==> src/rtl/text_render_pipe.sv <==
// Pixel-domain text renderer: VRAM glyph fetch, font lookup, palette and cursor.
// Three-stage pipeline aligned with delayed hsync/vsync/vde.
module text_render_pipe #(
  parameter int H_CHARS      = 80,
  parameter int V_CHARS      = 30,
  parameter int VRAM_DW      = 32,
  parameter int VRAM_AW      = 11,
  parameter int BLINK_FRAMES = 30
) (
  input  logic               pixel_clk,
  input  logic               arstn,
  input  logic [9:0]         drawX,
  input  logic [9:0]         drawY,
  input  logic               hs_in,
  input  logic               vs_in,
  input  logic               vde_in,
  output logic [VRAM_AW-1:0] vram_addr,
  input  logic [VRAM_DW-1:0] vram_rdata,
  output logic [10:0]        font_addr,
  input  logic [7:0]         font_data,
  input  logic [191:0]       palette,
  input  logic               cursor_en,
  input  logic               cursor_blink,
  input  logic [6:0]         cursor_col,
  input  logic [4:0]         cursor_row,
  output logic [3:0]         red,
  output logic [3:0]         green,
  output logic [3:0]         blue,
  output logic               hs_out,
  output logic               vs_out,
  output logic               vde_out
);

  localparam int GPW = VRAM_DW / 16;
  localparam int GSH = $clog2(GPW);
  localparam logic [9:0] HC = 10'(H_CHARS);
  localparam logic [9:0] VC = 10'(V_CHARS);
  localparam logic [7:0] BL = 8'(BLINK_FRAMES - 1);

  logic [6:0]  col;
  logic [5:0]  row;
  logic [19:0] idx;
  logic        oob0;
  logic        hit0;
  logic        blink_vis;

  logic [7:0]  frame_cnt;
  logic        blink_phase;
  logic        vs_prev;
  logic        vs_fall;

  logic [GSH-1:0] s1_slot;
  logic [2:0]     s1_xbit;
  logic [3:0]     s1_yrow;
  logic           s1_oob;
  logic           s1_hit;
  logic [15:0]    glyph;

  logic       s2_inv;
  logic [3:0] s2_fg;
  logic [3:0] s2_bg;
  logic [2:0] s2_xbit;
  logic       s2_oob;
  logic       s2_hit;
  logic       pix;
  logic [3:0] sel;
  logic [7:0] base;
  logic [11:0] color;

  logic [2:0] hs_d;
  logic [2:0] vs_d;
  logic [2:0] vde_d;

  assign col  = drawX[9:3];
  assign row  = drawY[9:4];
  assign idx  = 20'(row) * 20'(H_CHARS) + 20'(col);
  assign oob0 = ({3'b0, col} >= HC) || ({4'b0, row} >= VC);

  assign blink_vis = blink_phase || !cursor_blink;
  assign hit0 = cursor_en && !oob0 && blink_vis
             && col == cursor_col && row == {1'b0, cursor_row};

  assign vs_fall = vs_prev && !vs_in;

  always_ff @(posedge pixel_clk) begin
    if (!arstn) begin
      frame_cnt   <= '0;
      blink_phase <= 1'b1;
      vs_prev     <= 1'b1;
    end else begin
      vs_prev <= vs_in;
      if (vs_fall) begin
        if (frame_cnt == BL) begin
          frame_cnt   <= '0;
          blink_phase <= ~blink_phase;
        end else begin
          frame_cnt <= frame_cnt + 8'd1;
        end
      end
    end
  end

  always_ff @(posedge pixel_clk) begin
    if (!arstn) begin
      vram_addr <= '0;
      s1_slot   <= '0;
      s1_xbit   <= '0;
      s1_yrow   <= '0;
      s1_oob    <= 1'b0;
      s1_hit    <= 1'b0;
    end else begin
      vram_addr <= VRAM_AW'(idx >> GSH);
      s1_slot   <= idx[GSH-1:0];
      s1_xbit   <= drawX[2:0];
      s1_yrow   <= drawY[3:0];
      s1_oob    <= oob0;
      s1_hit    <= hit0;
    end
  end

  assign glyph = vram_rdata[{s1_slot, 4'h0} +: 16];

  always_ff @(posedge pixel_clk) begin
    if (!arstn) begin
      font_addr <= '0;
      s2_inv    <= 1'b0;
      s2_fg     <= '0;
      s2_bg     <= '0;
      s2_xbit   <= '0;
      s2_oob    <= 1'b0;
      s2_hit    <= 1'b0;
    end else begin
      font_addr <= {glyph[14:8], s1_yrow};
      s2_inv    <= glyph[15];
      s2_fg     <= glyph[7:4];
      s2_bg     <= glyph[3:0];
      s2_xbit   <= s1_xbit;
      s2_oob    <= s1_oob;
      s2_hit    <= s1_hit;
    end
  end

  // vde_d[1] is the vde belonging to the pixel now in stage 2
  assign pix   = font_data[3'd7 - s2_xbit] ^ s2_inv ^ s2_hit;
  assign sel   = pix ? s2_fg : s2_bg;
  assign base  = 8'(sel) * 8'd12;
  assign color = palette[base +: 12];

  always_ff @(posedge pixel_clk) begin
    if (!arstn) begin
      red   <= '0;
      green <= '0;
      blue  <= '0;
      hs_d  <= '0;
      vs_d  <= '0;
      vde_d <= '0;
    end else begin
      if (s2_oob || !vde_d[1]) begin
        red   <= '0;
        green <= '0;
        blue  <= '0;
      end else begin
        red   <= color[11:8];
        green <= color[7:4];
        blue  <= color[3:0];
      end
      hs_d  <= {hs_d[1:0], hs_in};
      vs_d  <= {vs_d[1:0], vs_in};
      vde_d <= {vde_d[1:0], vde_in};
    end
  end

  assign hs_out  = hs_d[2];
  assign vs_out  = vs_d[2];
  assign vde_out = vde_d[2];

endmodule

==> config.mk <==
export PLATFORM = sky130hd
export DESIGN_NAME = text_render_pipe
export DESIGN_NICKNAME = d
export VERILOG_FILES = /design/src/rtl/text_render_pipe.sv
export SDC_FILE = /design/constraint.sdc
export NUM_CORES = 1
export LEC_CHECK = 0
export ABC_AREA = 1
export BUFFER_PORTS_ARGS = -buffer_cell sky130_fd_sc_hd__buf_2
export CORE_MARGIN = 8
export CORE_UTILIZATION = 50
export DETAILED_ROUTE_END_ITERATION = 7
export GPL_TIMING_DRIVEN = 1
export HOLD_SLACK_MARGIN = 0.08
export PLACE_DENSITY = 0.94
export SYNTH_ARGS = -nofsm -noshare
export SYNTH_HDL_FRONTEND = slang
export SYNTH_SLANG_ARGS = --single-unit
export TNS_END_PERCENT = 20
==> constraint.sdc <==
create_clock -name pixel_clk -period 5.84 [get_ports pixel_clk]
set_input_delay 1.168 -clock pixel_clk [delete_from_list [all_inputs] [get_ports pixel_clk]]
set_output_delay 1.168 -clock pixel_clk [all_outputs]
set_load 0.005 [all_outputs]
==> impl_results.rst <==
.. list-table::
   :header-rows: 1

   * - Metric
     - Value
   * - Sum of routed wire length over all layers
     - 21900 um
   * - CTS clock-pin slew for the worst setup and hold paths
     - 0.07 ns
   * - Post-cts gate resize count
     - 0
   * - Max-capacitance violation count
     - 0
   * - Cell area after technology mapping
     - 0.00574 mm2
   * - Crit path kind
     - in2reg
   * - Share of async-settable or async-resettable flops after synthesis
     - 0%
   * - Maximum resistive drop on vdd
     - 168 uV
   * - Dominant combinational cell family by area after synthesis
     - simple AND/OR/NAND/NOR gates
   * - Global Route Usage Sum
     - 27.4%
   * - Diode insertion count for antenna repair
     - 0
   * - Fraction of layout cells with a size suffix above 1
     - 27.2%
   * - 1st-iter DRT viols
     - slightly above 600
   * - Root buf cell
     - clkbuf_16
   * - RSZ-0062 raised after global routing
     - no
   * - Setup Viol. Count Final
     - 0
   * - Slew of the pin with the lowest slew margin
     - 1.25 ns
   * - Share of the synthesized area in compound gates (AO/OA/AOI/OAI)
     - ~6.1%
   * - Synthesis-stage register bit count
     - 77
   * - Via-per-instance ratio
     - 5.05
   * - Most frequently used flop master after synthesis
     - dfxtp_1
   * - Reg power frac
     - 33.0%
   * - Vias in the first global route
     - 6946
   * - Instance count along the most critical hold path
     - 2
   * - Proportion of netlist area held by the largest area contributor
     - 26.8%
   * - Clock Power Share
     - 32.7%
   * - Hold path start
     - vs_d[1]
   * - Internal power summed over all cells
     - between 1 and 1.5 mW
   * - Final worst path period need
     - around 4.1 ns
   * - Syn. warnings
     - 0
   * - Number of input and output port buffers inserted
     - between 300 and 400
   * - Overall die width
     - 123 um
   * - Footprint of the multi-input gates
     - 0.00298 mm2
   * - WL per Instance
     - 15.6 um
   * - Area overhead of the layout relative to synthesis
     - 31.4%
   * - Synthesized area per cell
     - 5.82 um2
   * - Std-Cell Core Area
     - 0.0113 mm2
   * - Crit end category
     - flip-flop
   * - Number of buffers inserted for hold repair after clock tree synthesis
     - 0
   * - Area contributors post-synth
     - dfxtp_1 (27%), nand3_1 (21%), inv_1 (17%)
   * - Class of the tightest hold or removal check
     - reg2reg
   * - DP HPWL
     - 17600 um
   * - Area of all sequential standard cells
     - 0.00154 mm2
   * - Vertical extent of the die
     - around 120 um
   * - Sw Share
     - 36.9%
   * - Count of final max-slew check failures
     - 0
   * - Clk Latency, worst-skew pair
     - 0.34 ns
   * - Nets in the synthesized netlist
     - ~1.3k
   * - Power density of the placed cells
     - 228 mW/mm2
   * - Last weighted congestion value of the routability-driven placer
     - ~0.92
   * - Critical Path AT
     - around 4.3 ns
   * - Static leakage
     - roughly 4.8 nW
   * - Post-synthesis cell type with the largest combined area
     - dfxtp_1
   * - Vias post-DR
     - 7099
   * - Number of levels in the clock H-tree
     - 3
   * - Hold Violations, Final
     - 0
   * - Terminating pin of the worst hold path
     - vs_d[2]
   * - Top Ports
     - just over 300
   * - Combinational group share of total power
     - 34.3%
   * - Final-stage net count
     - 1544
   * - Non-filler cells in the finished layout
     - ~1.4k
   * - Filler cells
     - 1054
   * - Clk sink count
     - 77
   * - Setup Slack @ Placement
     - between 1 and 1.5 ns
   * - Relative max-transition margin
     - 16.4%
   * - Startpoint Class
     - primary input
   * - Synth Area in XOR/XNOR
     - 1.53%
   * - Post-route cell area
     - 0.00755 mm2
   * - TritonRoute pass-1 iters
     - 6
   * - Placed Area
     - a little over 0.007 mm2
   * - Worst Slack Setup Final
     - 1.74 ns
   * - Final worst-path cycle share
     - 70.3%
   * - Simple-gate portion of the synthesized area
     - 40.6%
   * - Most common cell in the netlist
     - inv_1
   * - Count of antenna-violating nets left after detailed routing
     - 0
   * - Global-route wire length before repair
     - 33000 um
   * - Buffer depth of the longest clock path
     - 2
   * - # placed instances
     - 1390
   * - Number of synthesized flops with an enable pin
     - 0
   * - Adder-cell share of the synthesized area
     - 3.53%
   * - CTS tree
     - built
   * - Post-detailed-route DRC marker count
     - 0
   * - Worst R2R Setup Slack
     - 2.20 ns
   * - Number of placement rows
     - 39
   * - Starting density of the core
     - 50.7%
   * - Post-synthesis instance total
     - just under 1k
   * - Setup Skew
     - 0.0109 ns
   * - Top achievable clock speed
     - 244 MHz
   * - Outcome
     - completed
   * - Summed negative setup slack over all endpoints
     - 0 ns
   * - Startpoint of the lowest-slack register-to-register path
     - s2_xbit[0]
   * - NetSw
     - 635 uW
   * - Largest net degree at the start of global routing
     - 73
   * - FF-to-FF End
     - red[0]
   * - Seq/Total Area, Yosys
     - 26.8%
   * - Die area
     - 0.0152 mm2
   * - Worst Path Required
     - 6.05 ns
   * - Count of buffers added by post-CTS timing repair for setup
     - 0
   * - Number of clock buffers inserted by TritonCTS
     - 9
   * - Sum of overflow across all layers after global routing
     - 0
   * - Commonest cells post-synth
     - inv_1 (263), nand3_1 (239), nand2_1 (194)
   * - Number of cells traversed by the worst register-to-register path
     - 13
   * - Number of library cell types mapped by synthesis
     - 38
   * - Proportion of synthesized area in mux cells
     - 0%
   * - Number of antenna violations at the first check in global routing
     - 2
   * - Largest fanout of any net on the critical path
     - 72
[cells in the final DEF (no fill, tap or decap), types with 3 or more instances in the layout]
cell       Yosys  final
clkbuf_16      0      9
o21ai_0       27     27
inv_6          0      3
a21oi_1       26     26
xnor2_1        3      3
nor2_1        47     47
nand2_2        3      4
nand2_1      194    193
inv_1        263    263
nand3_1      239    239
xor2_1         7      7
nand3_2        3      3
ha_1          13     13
dfxtp_1       77     77
nor3_1         5      5
nand4_1        3      3
buf_2         24    307
a211oi_1       3      3
or2_2          4      4
[worst max-delay path by stage]
stage	from	slack, ns	endpoint
floorplan	drawY[5]	3.04	vram_addr[10]
global placement	font_data[6]	1.50	red[0]
detailed placement	font_data[5]	1.42	red[0]
CTS	font_data[5]	1.77	red[0]
global route	font_data[6]	1.48	red[0]
finish	font_data[6]	1.74	red[0]
[worst max-delay path, stage by stage]
cell	delay, ns
buf_2	0.08
inv_1	0.03
nand2_1	0.05
nand3_1	0.08
nand3b_2	0.13
nand2_1	0.10
nand2_4	0.11
nand3_2	0.62
nand2_2	1.23
nand2_1	0.15
nand3_1	0.17
nand3_1	0.14
nand3_1	0.14
a21oi_1	0.08
[registers in the layout (all words and copies together) (netlist names), 4 cells and up]
name       cells
blue           4
font_addr     11
frame_cnt      8
green          4
red            4
s1_yrow        4
s2_bg          4
s2_fg          4
vram_addr     11
[metal layers]
metal  wire [um]  track usage [%]  up-vias
met3        2300             7.03       71
met2       10900             49.5      373
met4         990             14.7        4
met1        7680             28.7     3104
li1            -                -     3547
met5          21                0        -
[through the flow]
stage / util (%) / power [mW] / hold WS (ns)
5_1_grt: 66.7 / 1.82 / 0.434
3_5_place_dp: 63.9 / 1.16 / 0.398
6_report: 66.7 / 1.72 / 0.408
4_1_cts: 66.7 / 1.72 / 0.407
2_1_floorplan: - / 0.954 / 0.390
3_3_place_gp: 63.9 / 1.15 / 0.392
[power groups by stage]
| stage | Clock [mW] | Combinational [mW] | Sequential, mW |
|---|---|---|---|
| after global routing | 0.592 | 0.656 | 0.569 |
| after detailed placement | 0 | 0.583 | 0.578 |
| after floorplan | 0 | 0.377 | 0.577 |
| after CTS | 0.569 | 0.585 | 0.567 |
| final | 0.563 | 0.589 | 0.567 |
| after global placement | 0 | 0.574 | 0.577 |
[final cells by class]
type                       instances  area share (%)
sequential                        77            20.4
tap                              143            2.37
inverter                         265            13.2
timing repair buffer             308            20.5
multi-input combinational        597            39.5
clock inverter                     7            1.08
clock buffer                       9            2.98
[cells by family after synthesis]
family,Yosys count
adders and majority gates,15
DFF,77
AOI/OAI and AO/OA,63
and+or+nand+nor,509
buffers and inverters,313
xor gates and xnor gates,10
Power figures use the tool's default switching activity.
